File: config.mk
export PLATFORM = sky130hd
export DESIGN_NAME = rv32i_fetch_flat
export DESIGN_NICKNAME = d
export VERILOG_FILES = /design/src/rtl/rv32i_fetch_if.sv /design/src/rtl/rv32i_fetch.sv /design/src/flat_wrapper.sv
export SDC_FILE = /design/constraint.sdc
export NUM_CORES = 1
export LEC_CHECK = 0
export ABC_AREA = 1
export CORE_ASPECT_RATIO = 1.2
export CORE_UTILIZATION = 49
export CTS_CLUSTER_DIAMETER = 200
export DETAILED_ROUTE_END_ITERATION = 8
export PLACE_DENSITY_LB_ADDON = 0.05
export REMOVE_ABC_BUFFERS = 1
export SKIP_CTS_REPAIR_TIMING = 1
export SLEW_MARGIN = 10
export SYNTH_ARGS = -nofsm -noshare
export SYNTH_HDL_FRONTEND = slang
export SYNTH_SLANG_ARGS = --single-unit
File: constraint.sdc
create_clock -name clk_i -period 3.5 [get_ports clk_i]
set_clock_uncertainty 0.2 [all_clocks]
set_input_delay 0.35 -clock clk_i [delete_from_list [all_inputs] [get_ports clk_i]]
set_output_delay 0.35 -clock clk_i [all_outputs]
set_load 0.005 [all_outputs]
File: src/rtl/rv32i_fetch_if.sv
// Fetch-stage bus bundle: halfword memory request/ack port plus the
// instruction valid/ready handshake towards decode.
interface rv32i_fetch_if #(
  parameter int unsigned XLEN     = 32,
  parameter int unsigned ILEN     = 32,
  parameter int unsigned BUS_BITS = 16
) ();

  logic [XLEN-1:0]     mem_addr_o;
  logic                mem_req_o;
  logic                mem_ack_i;
  logic [BUS_BITS-1:0] mem_data_i;

  logic [ILEN-1:0]     inst_o;
  logic [XLEN-1:0]     inst_pc_o;
  logic                inst_valid_o;
  logic                inst_ready_i;

  // Fetch stage side
  modport master (
    output mem_addr_o, mem_req_o,
    input  mem_ack_i, mem_data_i,
    output inst_o, inst_pc_o, inst_valid_o,
    input  inst_ready_i
  );

  // Memory / decode side
  modport slave (
    input  mem_addr_o, mem_req_o,
    output mem_ack_i, mem_data_i,
    input  inst_o, inst_pc_o, inst_valid_o,
    output inst_ready_i
  );

endinterface

File: src/rtl/rv32i_fetch.sv
// RV32I instruction fetch: owns the PC, fetches two halfwords per instruction,
// hands the assembled word to decode, and handles redirects and fetch faults.
module rv32i_fetch #(
  parameter int unsigned     XLEN         = 32,
  parameter int unsigned     ILEN         = 32,
  parameter int unsigned     BUS_BITS     = 16,
  parameter logic [XLEN-1:0] RESET_VECTOR = '0
) (
  input  logic                clk_i,
  input  logic                reset_i,
  rv32i_fetch_if.master       bus,
  input  logic                redirect_i,
  input  logic [XLEN-1:0]     redirect_addr_i,
  output logic                fault_o,
  output logic [1:0]          fault_cause_o
);

  localparam logic [2:0] ST_START = 3'd0;
  localparam logic [2:0] ST_LO    = 3'd1;
  localparam logic [2:0] ST_HI    = 3'd2;
  localparam logic [2:0] ST_HOLD  = 3'd3;
  localparam logic [2:0] ST_FAULT = 3'd4;

  localparam logic [1:0] CAUSE_NONE     = 2'b00;
  localparam logic [1:0] CAUSE_MISALIGN = 2'b01;
  localparam logic [1:0] CAUSE_ENCODING = 2'b10;

  logic [2:0]      state_q, state_d;
  logic [XLEN-1:0] pc_q, pc_d;
  logic [ILEN-1:0] inst_q, inst_d;
  logic [XLEN-1:0] inst_pc_q, inst_pc_d;
  logic            valid_q, valid_d;
  logic            fault_q, fault_d;
  logic [1:0]      cause_q, cause_d;
  logic            drop_q, drop_d;
  logic            req_active;
  logic            take_ack;

  // drop_q masks the request for the single cycle after a redirect, so the
  // memory sees the old request cancelled before the new address appears.
  assign req_active = ((state_q == ST_LO) || (state_q == ST_HI)) && !drop_q;
  assign take_ack   = req_active && bus.mem_ack_i;

  always_comb begin
    state_d   = state_q;
    pc_d      = pc_q;
    inst_d    = inst_q;
    inst_pc_d = inst_pc_q;
    valid_d   = valid_q;
    fault_d   = fault_q;
    cause_d   = cause_q;
    drop_d    = 1'b0;

    if (redirect_i && (state_q != ST_START)) begin
      pc_d    = redirect_addr_i;
      valid_d = 1'b0;
      drop_d  = 1'b1;
      if (redirect_addr_i[1:0] != 2'b00) begin
        state_d = ST_FAULT;
        fault_d = 1'b1;
        cause_d = CAUSE_MISALIGN;
      end else begin
        state_d = ST_LO;
        fault_d = 1'b0;
        cause_d = CAUSE_NONE;
      end
    end else begin
      case (state_q)
        ST_START: state_d = ST_LO;
        ST_LO: begin
          if (take_ack) begin
            if (bus.mem_data_i[1:0] != 2'b11) begin
              state_d = ST_FAULT;
              fault_d = 1'b1;
              cause_d = CAUSE_ENCODING;
            end else begin
              inst_d[BUS_BITS-1:0] = bus.mem_data_i;
              state_d              = ST_HI;
            end
          end
        end
        ST_HI: begin
          if (take_ack) begin
            inst_d[ILEN-1:BUS_BITS] = bus.mem_data_i;
            inst_pc_d               = pc_q;
            valid_d                 = 1'b1;
            state_d                 = ST_HOLD;
          end
        end
        ST_HOLD: begin
          if (valid_q && bus.inst_ready_i) begin
            valid_d = 1'b0;
            pc_d    = pc_q + XLEN'(4);
            state_d = ST_LO;
          end
        end
        ST_FAULT: valid_d = 1'b0;
        default:  state_d = ST_START;
      endcase
    end
  end

  always_ff @(posedge clk_i or posedge reset_i) begin
    if (reset_i) begin
      state_q   <= ST_START;
      pc_q      <= RESET_VECTOR;
      inst_q    <= '0;
      inst_pc_q <= '0;
      valid_q   <= 1'b0;
      fault_q   <= 1'b0;
      cause_q   <= CAUSE_NONE;
      drop_q    <= 1'b0;
    end else begin
      state_q   <= state_d;
      pc_q      <= pc_d;
      inst_q    <= inst_d;
      inst_pc_q <= inst_pc_d;
      valid_q   <= valid_d;
      fault_q   <= fault_d;
      cause_q   <= cause_d;
      drop_q    <= drop_d;
    end
  end

  assign bus.mem_req_o    = req_active;
  assign bus.mem_addr_o   = (state_q == ST_HI) ? (pc_q + XLEN'(2)) : pc_q;
  assign bus.inst_o       = inst_q;
  assign bus.inst_pc_o    = inst_pc_q;
  assign bus.inst_valid_o = valid_q;
  assign fault_o          = fault_q;
  assign fault_cause_o    = cause_q;

endmodule

File: src/flat_wrapper.sv
// flat-port wrapper written by rule: the top's interface ports become plain ports
module rv32i_fetch_flat 
#(
  parameter int unsigned     XLEN         = 32,
  parameter int unsigned     ILEN         = 32,
  parameter int unsigned     BUS_BITS     = 16,
  parameter logic [XLEN-1:0] RESET_VECTOR = '0
)
  (clk_i, reset_i, redirect_i, redirect_addr_i, fault_o, fault_cause_o, bus_mem_addr_o, bus_mem_req_o, bus_mem_ack_i, bus_mem_data_i, bus_inst_o, bus_inst_pc_o, bus_inst_valid_o, bus_inst_ready_i);
  rv32i_fetch_if #(.XLEN(XLEN), .ILEN(ILEN), .BUS_BITS(BUS_BITS)) bus_i ();
  input  logic clk_i;
  input  logic reset_i;
  input  logic redirect_i;
  input  logic [XLEN-1:0] redirect_addr_i;
  output logic fault_o;
  output logic [1:0] fault_cause_o;
  output wire logic [$bits(bus_i.mem_addr_o)-1:0] bus_mem_addr_o;
  output wire logic [$bits(bus_i.mem_req_o)-1:0] bus_mem_req_o;
  input wire logic [$bits(bus_i.mem_ack_i)-1:0] bus_mem_ack_i;
  input wire logic [$bits(bus_i.mem_data_i)-1:0] bus_mem_data_i;
  output wire logic [$bits(bus_i.inst_o)-1:0] bus_inst_o;
  output wire logic [$bits(bus_i.inst_pc_o)-1:0] bus_inst_pc_o;
  output wire logic [$bits(bus_i.inst_valid_o)-1:0] bus_inst_valid_o;
  input wire logic [$bits(bus_i.inst_ready_i)-1:0] bus_inst_ready_i;
  assign bus_mem_addr_o = bus_i.mem_addr_o;
  assign bus_mem_req_o = bus_i.mem_req_o;
  assign bus_i.mem_ack_i = bus_mem_ack_i;
  assign bus_i.mem_data_i = bus_mem_data_i;
  assign bus_inst_o = bus_i.inst_o;
  assign bus_inst_pc_o = bus_i.inst_pc_o;
  assign bus_inst_valid_o = bus_i.inst_valid_o;
  assign bus_i.inst_ready_i = bus_inst_ready_i;
  rv32i_fetch #(.XLEN(XLEN), .ILEN(ILEN), .BUS_BITS(BUS_BITS), .RESET_VECTOR(RESET_VECTOR)) u_core (.clk_i(clk_i), .reset_i(reset_i), .bus(bus_i), .redirect_i(redirect_i), .redirect_addr_i(redirect_addr_i), .fault_o(fault_o), .fault_cause_o(fault_cause_o));
endmodule
Yosys cells after proc, flatten, opt, wreduce, memory -nomap -nowiden
Cells that the tools add are included.
{"block": "word_totals", "register_bits": 104, "in_bits": 53, "output_inout_bits": 101}
{"block": "classes", "add_sub_neg": 2, "n_eq_ne": 9, "mux": 26, "bitwise": 2, "reduce_logical": 21}
{"operator": "32-bit two-way mux", "count": 4}
{"operator": "32-bit by 2-bit adder with 32-bit output (second input constant)", "count": 1}
{"operator": "32-bit by 3-bit adder with 32-bit output (second input constant)", "count": 1}
{"operator": "3-bit two-way mux", "count": 6}
{"operator": "3-bit one-hot mux with 5 select lines", "count": 1}
{"operator": "2-bit nonzero test", "count": 6}
{"operator": "1-bit two-way mux", "count": 10}
{"operator": "3-bit AND reduction", "count": 3}
{"operator": "2-bit two-way mux", "count": 4}
{"operator": "4-bit AND reduction", "count": 2}
{"operator": "3-bit by 2-bit equality test with 1-bit output (second input constant)", "count": 2}
{"operator": "3-bit by 2-bit inequality test with 1-bit output (second input constant)", "count": 2}
{"operator": "1-bit logical AND", "count": 4}
{"operator": "4-bit nonzero test", "count": 1}
{"operator": "3-bit by 1-bit equality test with 1-bit output (second input constant)", "count": 1}
{"operator": "3-bit equality test (second input constant)", "count": 1}
{"operator": "3-bit zero test", "count": 1}
{"operator": "3-bit by 1-bit inequality test with 1-bit output (second input constant)", "count": 1}
{"operator": "1-bit one-hot mux with 3 select lines", "count": 1}
{"operator": "3-bit nonzero test", "count": 1}
{"operator": "2-bit by 1-bit inequality test with 1-bit output (second input constant)", "count": 1}
{"operator": "2-bit inequality test (second input constant)", "count": 1}
{"operator": "1-bit NOT", "count": 2}
{"operator": "2-bit AND reduction", "count": 1}
{"operator": "other kinds (2)", "count": 2}

Depth between registers and ports, before layout
{"block": "depth", "depth_word": 7, "ltp_mapped": 10, "depth_no_buf": 10}

Least setup slack after synthesis
No wires, ideal clock.
{"block": "synth_path", "path_kind": "reg2out", "start": "register u_core.pc_q[3]", "end": "output bus_mem_addr_o[20]", "arrival_time_ns": 1.457, "path_slack_ns": 1.493, "path_stages_with_launch": 7, "path_cell_list": "dfrtp_1 > ha_1 > nand2_1 > nand3b_1 > nor2_2 > nand3_1 > o21ai_0"}
{"block": "synth_between", "elab_chain_cells": 2}
{"item": "start, declared", "line_no": "rv32i_fetch.sv:29", "text": "logic [XLEN-1:0] pc_q, pc_d;"}
{"item": "start signal, assigned", "line_no": "rv32i_fetch.sv:115", "text": "pc_q <= pc_d;"}
{"item": "32-bit by 2-bit adder with 32-bit output", "line_no": "rv32i_fetch.sv:126", "text": "assign bus.mem_addr_o = (state_q == ST_HI) ? (pc_q + XLEN'(2)) : pc_q;"}
{"item": "32-bit two-way mux", "line_no": "rv32i_fetch.sv:126"}
{"item": "end, declared", "line_no": "flat_wrapper.sv:17", "text": "output wire logic [$bits(bus_i.mem_addr_o)-1:0] bus_mem_addr_o;"}
Every way passes these cells.

Worst setup path after layout
Ends and elaborated chain as after synthesis.

==> reports/results.tsv <==
stage	metric	value	unit
outcome	outcome	finished, final reports clean	
logic_synthesis	synth.mux.area_fraction	0	%
logic_synthesis	netlist_instances	787	
logic_synthesis	synth_edf_count	0	
place	io_buffers	153	
critical_path	setup.worst_path.end	bus_mem_addr_o[20]	
global_routing	gr-total-overflow	0	
timing	fin_setup_tns	0	ps
logic_synthesis	synth_compound_area_share	8.35	%
place	dp_hpwl	12100	um
timing	post-route-period-util	91.4	%
route	finalWirelength	16500	um
route	wire_per_inst	15.1	um
power_and_ir_drop	total_leakage_power	3.60	nW
place	placed_cells	1076	
critical_path	worstPathRequired	2950	ps
die	num_rows	42	
critical_path	rrSetupSlack	800	ps
route	drcViolationCount	0	
logic_synthesis	synth-seq-area-share	45.8	%
flow_run	drv_cap	0	
place	gp_congestion	0.887	
timing	setup_violations	0	
die	coreArea	0.0111	mm^2
global_routing	grt_use_total	28.7	%
logic_synthesis	synth_xor_area_share	3.55	%
power_and_ir_drop	p_per_area	665	mW/mm^2
logic_synthesis	async_reset_ff_share	100	%
global_routing	antenna_found_initial	0	
finish	drive_above_1_share	4.48	%
logic_synthesis	ys.flop_type	dfrtp_1	
cts	clk_pin_slew_worst_paths	70	ps
critical_path	reg2reg_from	u_core.state_q[2]	
critical_path	crit_path_start	u_core.pc_q[3]	
timing	fmax	312	MHz
logic_synthesis	syn-cell-area	0.00568	mm^2
timing	hold_viol	0	
logic_synthesis	synth_fa_ha_area_share	0.441	%
logic_synthesis	yosys_warnings	0	
critical_path	crit_type	flop to output port	
die	fp.dieH	120	um
die	die_x	100	um
timing	finalCriticalPeriod	3200	ps
finish	areaGrowthSynthToFinish	34.0	%
finish	fin_nets	988	
timing	rsz0062_at_grt	false	
min_path	hold_class	input port to async pin	
cts	cts-root-buf	clkbuf_16	
power_and_ir_drop	ir_worst_vdd	0.336	mV
logic_synthesis	syn_avg_cell_area	7.22	um^2
timing	maxSlewViolCount	0	
cts	cts_tree	yes	
route	dr.first_iter.drc_count	329	
route	firstDrtPassIters	5	
cts	clk_latency	350	ps
logic_synthesis	synth_top_family_by_area	simple AND/OR/NAND/NOR gates	
timing	tightest_slew	645	ps
logic_synthesis	ys_ff_latch	104	
global_routing	grt_pass1_wl	26600	um
route	routed_via_density	5.13	
die	die_area	0.0120	mm^2
global_routing	grt_max_degree	84	
finish	post-route-util	68.3	%
finish	stdcell_count	1092	
cts	cts_made_buffers	9	
die	start_util	51.0	%
route	drt.antenna.violating_nets	0	
critical_path	cp_max_fo	9	
critical_path	arrival	2650	ps
cts	cts.sinks	104	
finish	diodes	0	
critical_path	reg2reg_to	u_core.bus.inst_o[24]	
cts	clock_path_buffers	2	
finish	final_area	0.00761	mm^2
logic_synthesis	yosysUniqueCellTypes	33	
critical_path	rr_worst_depth	9	
place	place_area	0.00731	mm^2
die	io-pin-count	154	
route	dr_total_vias	5603	
global_routing	grt_pass1_vias	5448	
logic_synthesis	synth-simple-area-share	33.0	%
timing	max_slew_margin	57.0	%
cts	h-tree-depth	3	
critical_path	cp-end-kind	output port	
timing	whs	111	ps
critical_path	critPathLaunchType	flop	
sequential cells by signal, indices dropped and copies added, names as in the netlist:
register / flops
u_core.fault_cause_o: 2
u_core.state_q: 3
u_core.pc_q: 32
u_core.fault_o: 1
u_core.drop_q: 1
u_core.bus.inst_pc_o: 32
u_core.bus.inst_o: 32
u_core.bus.inst_valid_o: 1
critical path, cell delays in order (launching register included):
cell and delay [ps]:
dfrtp_1 440, ha_1 200, nand2_1 110, nand3b_1 280, nor2_2 340, nand3_1 140, o21ai_0 250, clkdlybuf4s50_1 550
where the power goes:
part,internal (W),switching [W],leakage [nW],total (W)
Sequential,0.00154,0.000373,1.32,0.00192
Clock,0.000558,0.000461,0.143,0.00102
Combinational,0.00103,0.00109,2.14,0.00212
Total,0.00313,0.00193,3.60,0.00506
kinds of logic (layout without fill, tap and decap cells):
group	count (synthesis)	after routing
buffers and inverters	117	268
DFF	104	104
and+or+nand+nor	450	450
xor gates and xnor gates	23	23
adders and majority gates	2	2
AOI/OAI and AO/OA	91	91
cell usage after synthesis, types with 2 or more instances:
cell type,count,area share (%)
buf_2,11,0.97
buf_4,4,0.53
ha_1,2,0.44
o211ai_1,4,0.53
nor3_1,3,0.26
buf_6,4,0.79
nand2_1,308,20
nand3_2,2,0.35
xor2_1,20,3.1
or2_2,3,0.33
dfrtp_1,104,46
nand4_1,6,0.66
a21oi_1,6,0.53
xnor2_1,3,0.46
nor2_2,3,0.33
inv_2,2,0.13
clkbuf_1,3,0.20
nor2_4,5,0.99
clkbuf_2,3,0.26
nand3_1,58,5.1
nor2_1,57,3.8
inv_1,89,5.9
o22ai_1,2,0.22
o21ai_0,65,5.7
o21ai_1,11,0.97
nand2_2,2,0.22
area by class of cell:
type / instances / area, um^2
inverter: 92 / 348
fill: 978 / 3530
tap: 154 / 193
clock inverter: 6 / 65.1
clock buffer: 10 / 229
multi-input combinational: 566 / 2570
timing repair buffer: 160 / 1600
sequential: 104 / 2600
metrics by stage:
stage / power [W] / setup slack (ps)
global route: 0.00540 / 115
global placement: 0.00399 / 761
CTS: 0.00508 / 306
detailed placement: 0.00404 / 679
floorplan: 0.00288 / 218
finish: 0.00506 / 300
worst min-delay path by stage:
stage	from	to	slack, ps	depth (start not counted)
global placement	u_core.bus.inst_o[1]	u_core.bus.inst_o[1]	250	1
global route	reset_i	u_core.fault_cause_o[0]	130	2
finish	reset_i	u_core.bus.inst_o[8]	110	2
CTS	reset_i	u_core.fault_o	110	2
detailed placement	u_core.bus.inst_o[1]	u_core.bus.inst_o[1]	250	1
floorplan	bus_mem_data_i[0]	u_core.bus.inst_o[16]	260	2
metal layers:
| layer | vias up | share of wire (%) | routed length, um | GRT usage (%) |
|---|---|---|---|---|
| li1 | 2748 | - | - | - |
| met3 | 37 | 5.4 | 889 | 4.37 |
| met2 | 219 | 48 | 7960 | 48.4 |
| met4 | 0 | 3.5 | 578 | 13.9 |
| met5 | - | 0 | 0 | 0 |
| met1 | 2599 | 43 | 7040 | 35.7 |
cells in the final DEF, fill, tap and decap left out, drive strengths merged, types with 2 or more instances in the layout:
cell	synthesis	routed
a21oi	6	6
buf	19	7
clkbuf	6	10
clkdlybuf4s50	0	153
clkinv	1	3
dfrtp	104	104
ha	2	2
inv	91	93
nand2	310	310
nand3	61	61
nand4	6	6
nor2	65	65
nor3	4	4
o211ai	4	4
o21ai	76	76
o22ai	2	2
or2	3	3
xnor2	3	3
xor2	20	20
Power figures use the tool's default switching activity.
